File: config.mk
export PLATFORM = sky130hd
export DESIGN_NAME = mem_stage_hs
export DESIGN_NICKNAME = d
export VERILOG_FILES = /design/src/rtl/mem_pkg.sv /design/src/rtl/mem_lane_align.sv /design/src/rtl/mem_stage_hs.sv
export SDC_FILE = /design/constraint.sdc
export NUM_CORES = 1
export LEC_CHECK = 0
export ABC_AREA = 1
export CORE_ASPECT_RATIO = 2
export CORE_MARGIN = 3
export CORE_UTILIZATION = 39
export DETAILED_ROUTE_END_ITERATION = 8
export GPL_TIMING_DRIVEN = 0
export PLACE_DENSITY = 0.82
export SLEW_MARGIN = 20
export SYNTH_ARGS = -nofsm -noshare
export SYNTH_HDL_FRONTEND = slang
export SYNTH_SLANG_ARGS = --single-unit
File: constraint.sdc
create_clock -name clk -period 2.3 [get_ports clk]
set_clock_uncertainty 0.15 [all_clocks]
set_input_delay 0.69 -clock clk [delete_from_list [all_inputs] [get_ports clk]]
set_output_delay 0.69 -clock clk [all_outputs]
set_load 0.02 [all_outputs]
File: src/rtl/mem_pkg.sv
// Shared encodings and lane geometry helpers for the memory stage.
package mem_pkg;

  // Access size encoding on size_in; 2'b11 is handled as a word
  localparam logic [1:0] SZ_BYTE = 2'b00;
  localparam logic [1:0] SZ_HALF = 2'b01;
  localparam logic [1:0] SZ_WORD = 2'b10;

  // Handshake FSM states
  typedef enum logic {
    ST_IDLE = 1'b0,
    ST_WAIT = 1'b1
  } state_e;

  // Number of byte lanes in a data word
  function automatic int lanes_of(input int data_w);
    return data_w / 8;
  endfunction

  // Address bits that select a byte lane (at least one, so slices stay legal)
  function automatic int lane_bits_of(input int data_w);
    int bits;
    bits = 0;
    while ((1 << bits) < (data_w / 8)) bits++;
    return (bits < 1) ? 1 : bits;
  endfunction

  // Geometry of the default 32-bit configuration
  localparam int DATA_W_DEF    = 32;
  localparam int LANES_DEF     = lanes_of(DATA_W_DEF);
  localparam int LANE_BITS_DEF = lane_bits_of(DATA_W_DEF);

endpackage

File: src/rtl/mem_lane_align.sv
// Byte-lane steering: byte enables, store replication, load extract/extend.
module mem_lane_align
  import mem_pkg::*;
#(
  parameter int DATA_W    = 32,
  parameter int LANE_BITS = 2
) (
  input  logic [1:0]           size,
  input  logic                 sign_ext,
  input  logic [LANE_BITS-1:0] lane,
  input  logic [DATA_W-1:0]    store_data,
  input  logic [DATA_W-1:0]    rdata,
  output logic [DATA_W/8-1:0]  be,
  output logic [DATA_W-1:0]    wdata,
  output logic [DATA_W-1:0]    load_value
);

  localparam int LANES    = DATA_W / 8;
  localparam int HALF_MSB = (DATA_W >= 16) ? 15 : DATA_W - 1;

  logic [DATA_W-1:0] shifted;
  logic              sign_bit;

  // Lane decode, store replication and load extraction, all per access size
  always_comb begin
    be         = '0;
    wdata      = '0;
    load_value = '0;
    shifted    = rdata >> {lane, 3'b000};
    sign_bit   = 1'b0;

    case (size)
      SZ_BYTE: be = LANES'(1) << lane;
      SZ_HALF: be = LANES'(3) << lane;
      default: be = '1;
    endcase

    // Replicate so the addressed lane sees the right bytes whatever its offset
    for (int i = 0; i < LANES; i++) begin
      case (size)
        SZ_BYTE: wdata[8*i +: 8] = store_data[7:0];
        SZ_HALF: wdata[8*i +: 8] = store_data[8*(i%2) +: 8];
        default: wdata[8*i +: 8] = store_data[8*i +: 8];
      endcase
    end

    case (size)
      SZ_BYTE: sign_bit = sign_ext & shifted[7];
      SZ_HALF: sign_bit = sign_ext & shifted[HALF_MSB];
      default: sign_bit = 1'b0;
    endcase

    for (int b = 0; b < DATA_W; b++) begin
      case (size)
        SZ_BYTE: load_value[b] = (b < 8)  ? shifted[b] : sign_bit;
        SZ_HALF: load_value[b] = (b < 16) ? shifted[b] : sign_bit;
        default: load_value[b] = rdata[b];
      endcase
    end
  end

endmodule

File: src/rtl/mem_stage_hs.sv
// Memory stage with req/ack data port, sub-word access and MEM/WB register.
// A slow memory freezes the upstream pipeline; EX/MEM inputs stay stable
// for the whole wait, so the request is driven straight from them.
module mem_stage_hs
  import mem_pkg::*;
#(
  parameter int DATA_W  = 32,
  parameter int DEST_W  = 4,
  parameter int TIMEOUT = 16
) (
  input  logic                 clk,
  input  logic                 rst,
  input  logic                 ex_valid,
  input  logic                 wb_en_in,
  input  logic                 mem_r_en_in,
  input  logic                 mem_w_en_in,
  input  logic [1:0]           size_in,
  input  logic                 signed_in,
  input  logic [DATA_W-1:0]    alu_result_in,
  input  logic [DATA_W-1:0]    store_data_in,
  input  logic [DEST_W-1:0]    dest_in,
  output logic                 freeze,
  output logic                 mem_req,
  output logic                 mem_we,
  output logic [DATA_W-1:0]    mem_addr,
  output logic [DATA_W-1:0]    mem_wdata,
  output logic [DATA_W/8-1:0]  mem_be,
  input  logic                 mem_ack,
  input  logic [DATA_W-1:0]    mem_rdata,
  output logic                 wb_en,
  output logic                 mem_r_en,
  output logic [DATA_W-1:0]    alu_result,
  output logic [DATA_W-1:0]    mem_read_value,
  output logic [DEST_W-1:0]    dest,
  output logic                 align_err,
  output logic                 bus_err
);

  localparam int LANES     = lanes_of(DATA_W);
  localparam int LANE_BITS = lane_bits_of(DATA_W);
  localparam int CNT_W     = $clog2(TIMEOUT);

  logic [LANE_BITS-1:0] lane;
  logic                 aligned;
  logic                 is_mem;
  logic                 access;
  logic                 misaligned;
  logic                 timeout_hit;
  logic [LANES-1:0]     be_w;
  logic [DATA_W-1:0]    wdata_w;
  logic [DATA_W-1:0]    load_w;

  state_e               state_q, state_d;
  logic [CNT_W-1:0]     wait_cnt_q, wait_cnt_d;

  logic                 wb_en_q, wb_en_d;
  logic                 mem_r_en_q, mem_r_en_d;
  logic [DATA_W-1:0]    alu_result_q, alu_result_d;
  logic [DATA_W-1:0]    mem_read_value_q, mem_read_value_d;
  logic [DEST_W-1:0]    dest_q, dest_d;
  logic                 align_err_q, align_err_d;
  logic                 bus_err_q, bus_err_d;

  assign lane = alu_result_in[LANE_BITS-1:0];

  mem_lane_align #(
    .DATA_W    (DATA_W),
    .LANE_BITS (LANE_BITS)
  ) u_align (
    .size       (size_in),
    .sign_ext   (signed_in),
    .lane       (lane),
    .store_data (store_data_in),
    .rdata      (mem_rdata),
    .be         (be_w),
    .wdata      (wdata_w),
    .load_value (load_w)
  );

  // Access qualification, request drive and timeout detection
  always_comb begin
    case (size_in)
      SZ_BYTE: aligned = 1'b1;
      SZ_HALF: aligned = ~lane[0];
      default: aligned = (lane == '0);
    endcase
    is_mem      = ex_valid & (mem_r_en_in | mem_w_en_in);
    access      = is_mem & aligned;
    misaligned  = is_mem & ~aligned;
    // wait_cnt counts request cycles already spent, so this is cycle TIMEOUT
    timeout_hit = access & ~mem_ack & (wait_cnt_q == CNT_W'(TIMEOUT - 1));
    freeze      = access & ~mem_ack & ~timeout_hit;
    mem_req     = access;
    mem_we      = access & mem_w_en_in;
    mem_be      = access ? be_w : '0;
    mem_wdata   = wdata_w;
    mem_addr    = {alu_result_in[DATA_W-1:LANE_BITS], {LANE_BITS{1'b0}}};
  end

  // Handshake FSM next state; the counter runs only while staying in WAIT
  always_comb begin
    state_d    = state_q;
    wait_cnt_d = '0;
    case (state_q)
      ST_IDLE: if (access && !mem_ack) state_d = ST_WAIT;
      ST_WAIT: if (!access || mem_ack || timeout_hit) state_d = ST_IDLE;
      default: state_d = ST_IDLE;
    endcase
    if (state_d == ST_WAIT) wait_cnt_d = wait_cnt_q + CNT_W'(1);
  end

  // FSM state and wait counter registers
  always_ff @(posedge clk or negedge rst) begin
    if (!rst) begin
      state_q    <= ST_IDLE;
      wait_cnt_q <= '0;
    end else begin
      state_q    <= state_d;
      wait_cnt_q <= wait_cnt_d;
    end
  end

  // MEM/WB next value: bubble, dropped access, timed-out access or result
  always_comb begin
    wb_en_d          = 1'b0;
    mem_r_en_d       = 1'b0;
    alu_result_d     = alu_result_q;
    mem_read_value_d = mem_read_value_q;
    dest_d           = dest_q;
    align_err_d      = misaligned;
    bus_err_d        = bus_err_q | timeout_hit;
    if (!ex_valid || freeze || misaligned) begin
      // bubble: only the enables are cleared, data fields hold
    end else if (timeout_hit) begin
      mem_r_en_d       = mem_r_en_in;
      alu_result_d     = alu_result_in;
      mem_read_value_d = '0;
      dest_d           = dest_in;
    end else begin
      wb_en_d          = wb_en_in;
      mem_r_en_d       = mem_r_en_in;
      alu_result_d     = alu_result_in;
      mem_read_value_d = load_w;
      dest_d           = dest_in;
    end
  end

  // MEM/WB pipeline register and error flags
  always_ff @(posedge clk or negedge rst) begin
    if (!rst) begin
      wb_en_q          <= 1'b0;
      mem_r_en_q       <= 1'b0;
      alu_result_q     <= '0;
      mem_read_value_q <= '0;
      dest_q           <= '0;
      align_err_q      <= 1'b0;
      bus_err_q        <= 1'b0;
    end else begin
      wb_en_q          <= wb_en_d;
      mem_r_en_q       <= mem_r_en_d;
      alu_result_q     <= alu_result_d;
      mem_read_value_q <= mem_read_value_d;
      dest_q           <= dest_d;
      align_err_q      <= align_err_d;
      bus_err_q        <= bus_err_d;
    end
  end

  assign wb_en          = wb_en_q;
  assign mem_r_en       = mem_r_en_q;
  assign alu_result     = alu_result_q;
  assign mem_read_value = mem_read_value_q;
  assign dest           = dest_q;
  assign align_err      = align_err_q;
  assign bus_err        = bus_err_q;

endmodule

==> metrics.md, run 1 <==
| Metric | Value |
|---|---|
| Dpl cells | `1019` |
| Mean Syn Cell Area | `7.05 µm²` |
| Syn Inst Count | `627` |
| Peak supply drop | `573 µV` |
| Fraction of layout cells with a size suffix above 1 | `24.8%` |
| Clock sink count | `77` |
| Die Height | `157 µm` |
| GRT busiest layer | `met2` |
| GPL Wtd Cong | `0.948` |
| Max frequency | `414 MHz` |
| Power Dens Cells | `634 mW/mm²` |
| Die width | `81.3 µm` |
| Most frequent cells in the layout | `nand2_1, clkdlybuf4s50_1, buf_4` |
| Per-cell routed wire length | `16.4 µm` |
| Global-route wire length before repair | `26.0 mm` |
| Crit-path max FO | `6` |
| Drt pass-1 iters | `4` |
| Area taken by multi-input logic gates | `0.00206 mm²` |
| Area growth syn-to-layout | `77.1%` |
| Final Non-Filler Cells | `1055` |
| Met1 usage in global routing | `25.1%` |
| Worst-path clk slew | `0.06 ns` |
| Post-synthesis register bit count | `77` |
| MaxCap Viol Count | `0` |
| Max-slew violations | `0` |
| Synth Cell Area | `0.00442 mm²` |
| YS warnings | `0` |
| CTS tree | `done` |
| Worst Hold Class | `in2async` |
| PortBufs | `250` |
| Die area | `0.0127 mm²` |
| RSZ-0062 raised after global routing | `true` |
| Clock Tree Root | `clkbuf_16` |
| Detailed Route Iter0 Violations | `256` |
| Final worst-path cycle share | `105%` |
| Post-route cell area | `0.00783 mm²` |
| H-Tree Depth | `3` |
| Clock Latency Late Sink | `0.32 ns` |
| Failing checks | `negative setup slack` |
| Vias | `5018` |
| DRC viols | `0` |
| Hold-fix buffers, CTS | `0` |
| # setup viols final | `11` |
| Arrival time at the worst endpoint | `1.57 ns` |
| Commonest non-fill, non-tap cell in the layout | `nand2_1` |
| Starting Density | `40.2%` |
| Initial antenna violation count | `0` |
| WS Path Type | `in2out` |
| Lkg Pwr | `4.06 nW` |
| Fin Setup TNS | `-0.676 ns` |
| Total track usage | `27.0%` |
| Via density | `4.76` |
| Via count of the first global-routing pass | `5042` |
| Period minus WS final | `2.41 ns` |
| CTS buffer count | `9` |
| CP startpoint kind | `input port` |
| Routing usage on met2 | `49.1%` |
| Detailed Route WL | `17.3 mm` |
| Cell variety after synth | `30` |
| Layout Nets | `1021` |
| Crit end category | `output pin` |
| Number of diodes | `0` |
| FILL cells | `908` |
| IO Pins | `253` |
| Core area | `0.0110 mm²` |
| Met3 Usage GRT | `8.58%` |
| Final worst slack | `-0.115 ns` |
| Hold Vio Cnt, Final | `0` |
| Cell Rows | `54` |
| Antenna Violating Nets Remaining | `0` |
| Slew HR | `63.9%` |
| Clock tree buffer depth | `2` |
| Register area share after synthesis | `43.6%` |
| Hold Slack | `0.199 ns` |
| Largest net degree at the start of global routing | `43` |
| Status | `finished, violations left` |
| Grt ovf | `0` |
| FF/Latch Area | `0.00193 mm²` |
| Dpl cell area | `0.00717 mm²` |
| Req. time, crit path | `1.46 ns` |
| Slew at the pin closest to its max-slew limit | `0.542 ns` |
| Final HPWL DP | `13.1 mm` |
==> registers in the layout, indices dropped and copies added, names as in the netlist <==
| name | cells |
|---|---|
| wait_cnt_q | 4 |
| dest | 4 |
| mem_r_en | 1 |
| align_err | 1 |
| wb_en | 1 |
| mem_read_value | 32 |
| alu_result | 32 |
| bus_err | 1 |
| state_q | 1 |
==> synth_stat cells <==
master    number  share of area, %
o21ai_0       35               4.0
a22oi_1        1              0.17
clkbuf_1       7              0.59
o21ai_2        1              0.20
nor2_8         1              0.45
ha_1           1              0.28
o211ai_1       8               1.4
nand4_1        1              0.14
buf_6          5               1.3
buf_1          1             0.085
conb_1         1             0.085
nor2_2         2              0.28
nand3_1       15               1.7
nand2_1      287                24
nand2_4        2              0.51
xor2_1         1              0.20
or2_2          1              0.14
o22ai_1        3              0.42
buf_2          8              0.91
nand2_2        2              0.28
nor2_4         2              0.51
a21oi_1        8              0.91
nor2_1        67               5.7
nand3_2        1              0.23
inv_1         32               2.7
xnor2_1        1              0.20
dfrtp_1       77                44
inv_2          5              0.42
o21ai_1        5              0.57
buf_4         46               7.8
==> per-stage QoR <==
step	util (%)	total power, W	worst slack [ns]
global route	71.1	0.00521	-0.159
detailed placement	65.1	0.00340	-1.41
floorplan	-	0.00247	0.00286
global placement	64.9	0.00339	-2.32
finish	71.1	0.00497	-0.115
CTS	68.8	0.00496	-0.140
==> cell type report <==
class                      instances  area share [%]
timing repair buffer             271            33.0
tap                              140            2.24
multi-input combinational        447            26.3
inverter                          37            2.25
buffer                            67            7.48
clock inverter                     5            1.05
sequential                        77            24.6
clock buffer                      11            3.10
==> critical path, cell delays in order <==
cell	delay, ns
buf_12	0.11
inv_8	0.06
nand2_8	0.06
clkinv_8	0.07
clkbuf_16	0.15
nand2_4	0.05
o211ai_1	0.15
buf_4	0.21
==> where the power goes <==
group	total [W]	internal, W	switching (W)
sequential	0.00165	0.00154	0.000107
combinational	0.00180	0.000846	0.000949
clock	0.00152	0.000984	0.000539
==> timing repair <==
| action | CTS | global route |
|---|---|---|
| resized for setup | 383 | 73 |
| setup endpoints to repair | 118 | 41 |
| gates cloned | 3 | 1 |
| pin swaps | 17 | 15 |
| setup buffers | 11 | 5 |
| endpoints found under the hold margin | 0 | 0 |
==> layer usage <==
layer  part of all wire [%]  vias to the layer above
met5                      0                        -
met4                    4.9                        0
met3                    8.5                       51
met2                     55                      240
met1                     32                     2266
li1                       -                     2461
==> path summary, 6_finish.rpt <==
| check | start | endpoint | cells past startpoint | slack (ns) |
|---|---|---|---|---|
| hold / removal | rst | alu_result[0] | 1 | 0.20 |
| hold reg to reg | state_q | state_q | 1 | 0.28 |
| setup / recovery | size_in[0] | mem_wdata[30] | 8 | -0.11 |
| setup reg to reg | wait_cnt_q[0] | alu_result[15] | 9 | 0.48 |
| max in group asynchronous | rst | wait_cnt_q[2] | 2 | 1.21 |
| min in group clk | state_q | state_q | 1 | 0.28 |
==> cell families (layout without fill, tap and decap cells) <==
group / after synthesis / in the layout / share of synthesized area (%)
AOI/OAI and AO/OA: 61 / 61 / 7.58
xor gates and xnor gates: 2 / 2 / 0.396
adders and majority gates: 1 / 1 / 0.283
buffers and inverters: 104 / 391 / 13.8
DFF: 77 / 77 / 43.6
other: 1 / 2 / 0.0848
and+or+nand+nor: 381 / 381 / 34.3
Power figures use the tool's default switching activity.
==> inputs of run 2 (changes only) <==
--- a/config.mk
+++ b/config.mk
@@ -8,11 +8,12 @@
 export ABC_AREA = 1
 export CORE_ASPECT_RATIO = 2
 export CORE_MARGIN = 3
-export CORE_UTILIZATION = 39
+export CORE_UTILIZATION = 40
 export DETAILED_ROUTE_END_ITERATION = 8
 export GPL_TIMING_DRIVEN = 0
 export PLACE_DENSITY = 0.82
 export SLEW_MARGIN = 20
 export SYNTH_ARGS = -nofsm -noshare
 export SYNTH_HDL_FRONTEND = slang
+export SYNTH_HIERARCHICAL = 1
 export SYNTH_SLANG_ARGS = --single-unit
==> run 2 against run 1 <==
Effect of this change:
- the run still ends with negative setup slack left
- sequential share of layout area fell by 1.3 points
- sequential cell count is the same
- die area increased by 4.5%
- synthesized area grew 7.4%
- largest power group unchanged
- worst hold slack got worse by 0.073 ns
- non-clock buffer count up 26
==> metrics.md, run 2 <==
| Metric | Value |
|---|---|
| Status | `finished, violations left (unchanged)` |
| Failing checks | `negative setup slack (unchanged)` |
| Commonest cells in the netlist | `nand2_1, nand3_1, dfrtp_1 (was nand2_1, dfrtp_1, nor2_1)` |
| Clock Latency Late Sink | `0.33 ns (was 0.32 ns)` |
| Dpl cell area | `0.00750 mm² (was 0.00717 mm²)` |
| Most used cell, CP | `nor2_4` |
| Slowest cell delay on critical path | `0.16 ns (was 0.21 ns)` |
| CTS buffer count | `9 (unchanged)` |
| Detailed Route WL | `18.5 mm (was 17.3 mm)` |
| CP startpoint kind | `input port (unchanged)` |
| Vias | `5681 (was 5018)` |
| Ys async rst share | `100% (unchanged)` |
| Die width | `83.1 µm (was 81.3 µm)` |
| Fraction of layout cells with a size suffix above 1 | `26.1% (was 24.8%)` |
| Final worst slack | `-0.177 ns (was -0.115 ns)` |
| CTS tree | `done (unchanged)` |
| Hold-fix buffers, CTS | `0 (unchanged)` |
| EDFF count, synth | `0 (unchanged)` |
| H-Tree Depth | `3 (unchanged)` |
| Clock tree buffer depth | `2 (unchanged)` |
| Final HPWL DP | `14.0 mm (was 13.1 mm)` |
| Worst-path clk slew | `0.06 ns (about the same)` |
| Period minus WS final | `2.48 ns (was 2.41 ns)` |
| Die area | `0.0133 mm² (was 0.0127 mm²)` |
| Grt ovf | `0 (unchanged)` |
| Area contributors post-synth | `dfrtp_1, nand2_1, nand3_1, buf_4, inv_1 (was dfrtp_1, nand2_1, buf_4, nor2_1, o21ai_0)` |
| Critical path's slowest cell | `o21ai_2 (was buf_4)` |
| Global-route wire length before repair | `28.9 mm (was 26.0 mm)` |
| Top_reg_cell synth | `dfrtp_1 (unchanged)` |
| Via count of the first global-routing pass | `5841 (was 5042)` |
| Register area share after synthesis | `40.5% (was 43.6%)` |
| Area growth syn-to-layout | `73.7% (was 77.1%)` |
| Peak supply drop | `367 µV (was 573 µV)` |
| Slew HR | `57.8% (was 63.9%)` |
| Largest net degree at the start of global routing | `50 (was 43)` |
| Final worst-path cycle share | `108% (was 105%)` |
| Critical-path cell list | `buf_8 -> buf_8 -> nor2_4 -> buf_6 -> nor2_4 -> o21ai_2 -> inv_2 -> nor2_4 -> buf_6 (was buf_12 -> inv_8 -> nand2_8 -> clkinv_8 -> clkbuf_16 -> nand2_4 -> o211ai_1 -> buf_4)` |
| Arrival time at the worst endpoint | `1.64 ns (was 1.57 ns)` |
| Detailed Route Iter0 Violations | `295 (was 256)` |
| RSZ-0062 raised after global routing | `true (unchanged)` |
| Initial antenna violation count | `1 (was 0)` |
| Lkg Pwr | `4.46 nW (was 4.06 nW)` |
| Worst Hold Class | `in2async (unchanged)` |
| IO Pins | `253 (unchanged)` |
| Clock sink count | `77 (unchanged)` |
| WS Path Type | `in2out (unchanged)` |
| MaxCap Viol Count | `0 (unchanged)` |
| PortBufs | `250 (unchanged)` |
| Clock Tree Root | `clkbuf_16 (unchanged)` |
| Syn Inst Count | `692 (was 627)` |
| Starting Density | `41.4% (was 40.2%)` |
| YS warnings | `6 (was 0)` |
| Cell Rows | `55 (was 54)` |
| Post-synthesis register bit count | `77 (unchanged)` |
| Slew at the pin closest to its max-slew limit | `0.628 ns (was 0.542 ns)` |
| Commonest non-fill, non-tap cell in the layout | `nand2_1 (unchanged)` |
| Post-route cell area | `0.00826 mm² (was 0.00783 mm²)` |
| Max frequency | `404 MHz (was 414 MHz)` |
| Share of the synthesized area in the top cell type | `40.5% (was 43.6%)` |
| Top-count cell post-synth | `nand2_1 (unchanged)` |
| Biggest area consumer among synthesized cells | `dfrtp_1 (unchanged)` |
| Hold Vio Cnt, Final | `0 (unchanged)` |
| Crit end category | `output pin (unchanged)` |
| Core area | `0.0115 mm² (was 0.0110 mm²)` |
| Drt pass-1 iters | `5 (was 4)` |
| Per-cell routed wire length | `16.3 µm (was 16.4 µm)` |
| Most frequent cells in the layout | `nand2_1, clkdlybuf4s50_1, buf_4 (unchanged)` |
| DRC viols | `0 (unchanged)` |
| Crit-path max FO | `7 (was 6)` |
| Max-slew violations | `0 (unchanged)` |
| GPL Wtd Cong | `0.963 (was 0.948)` |
| Total track usage | `27.3% (was 27.0%)` |
| Fin Setup TNS | `-1.98 ns (was -0.676 ns)` |
| Layout Nets | `1101 (was 1021)` |
| Via density | `4.99 (was 4.76)` |
| Mean Syn Cell Area | `6.87 µm² (was 7.05 µm²)` |
| Antenna Violating Nets Remaining | `0 (unchanged)` |
| R2R cell count | `7 (was 9)` |
| Synth Cell Area | `0.00475 mm² (was 0.00442 mm²)` |
| # setup viols final | `21 (was 11)` |
| Die Height | `160 µm (was 157 µm)` |
| Cell variety after synth | `32 (was 30)` |
| Req. time, crit path | `1.46 ns (about the same)` |
| Power Dens Cells | `608 mW/mm² (was 634 mW/mm²)` |
## run 2: cell types whose count changed after synthesis, sizes merged, moves of 6 or more
| cell | change |
|---|---|
| nand3 | +69 |
| o21ai | -23 |
| o31ai | +6 |
| a21oi | +13 |
| buf | +9 |
| inv | +26 |
| nor2 | -41 |
## run 2: critical path: cells and delay by family
family / cells / cell delay [ns]
AO/OA/AOI/OAI: 1 / 0.16
buffers and inverters: 5 / 0.54
AND/OR/NAND/NOR: 3 / 0.24
## run 2: kinds of logic (layout without fill, tap and decap cells)
group | Yosys count | after routing | share of synthesized area (%)
simple gates | 413 | 413 | 36.3
compound gates | 56 | 56 | 6.79
other cells | 1 | 3 | 0.0789
xor+xnor | 2 | 2 | 0.369
fa+ha+maj | 1 | 1 | 0.263
buf+inv | 142 | 444 | 15.7
flops | 77 | 77 | 40.5
## run 2: per-layer routing
| metal | track usage [%] | vias to the layer above | routed length (µm) |
|---|---|---|---|
| met4 | 19.5 | 0 | 1310 |
| met5 | 0 | - | 0 |
| met3 | 5.73 | 80 | 1190 |
| met2 | 52.0 | 299 | 10200 |
| li1 | - | 2719 | - |
| met1 | 24.5 | 2583 | 5860 |
## run 2: report_power, final
group	switching [W]	internal, W	total (W)
Sequential	0.0000994	0.00154	0.00164
Combinational	0.00100	0.000874	0.00187
Clock	0.000550	0.000955	0.00150
## run 2: per-stage QoR
| step | hold slack, ns | setup slack (ns) | power, W | cells | util, % |
|---|---|---|---|---|---|
| 2_1_floorplan | 0.244 | -0.0663 | 0.00251 | 693 | - |
| 3_3_place_gp | 0.303 | -2.28 | 0.00341 | 1085 | 65.1 |
| 3_5_place_dp | 0.307 | -1.54 | 0.00344 | 1086 | 65.3 |
| 4_1_cts | 0.136 | -0.159 | 0.00501 | 1130 | 70.7 |
| 5_1_grt | 0.150 | -0.222 | 0.00527 | 1138 | 71.8 |
| 6_report | 0.127 | -0.177 | 0.00502 | 1138 | 71.8 |
## run 2: what timing repair did
item | in CTS | in global routing
gates resized for setup | 450 | 43
cloned | 2 | 0
pin swaps | 28 | 11
setup endpoints to repair | 145 | 49
setup buffers | 26 | 10
## run 2: worst paths after layout
path                                      from                 end  slack [ns]
min in group clk                alu_result[15]      alu_result[15]        0.32
worst min register to register  alu_result[15]      alu_result[15]        0.32
worst max-delay path                size_in[1]           mem_be[1]       -0.18
max in group asynchronous                  rst   mem_read_value[6]        1.29
worst min-delay path                       rst  mem_read_value[16]        0.13
worst max register to register   wait_cnt_q[0]  mem_read_value[15]        0.40
## run 2: area by class of cell
| cell class | instances | area (µm²) |
|---|---|---|
| Timing Repair Buffer | 288 | 2690 |
| Tap cell | 142 | 178 |
| Clock buffer | 11 | 233 |
| Antenna cell | 1 | 2.50 |
| Clock inverter | 5 | 85.1 |
| Sequential cell | 77 | 1930 |
| Buffer | 76 | 544 |
| Inverter | 64 | 253 |
| Fill cell | 927 | 3240 |
| Multi-Input combinational cell | 474 | 2340 |
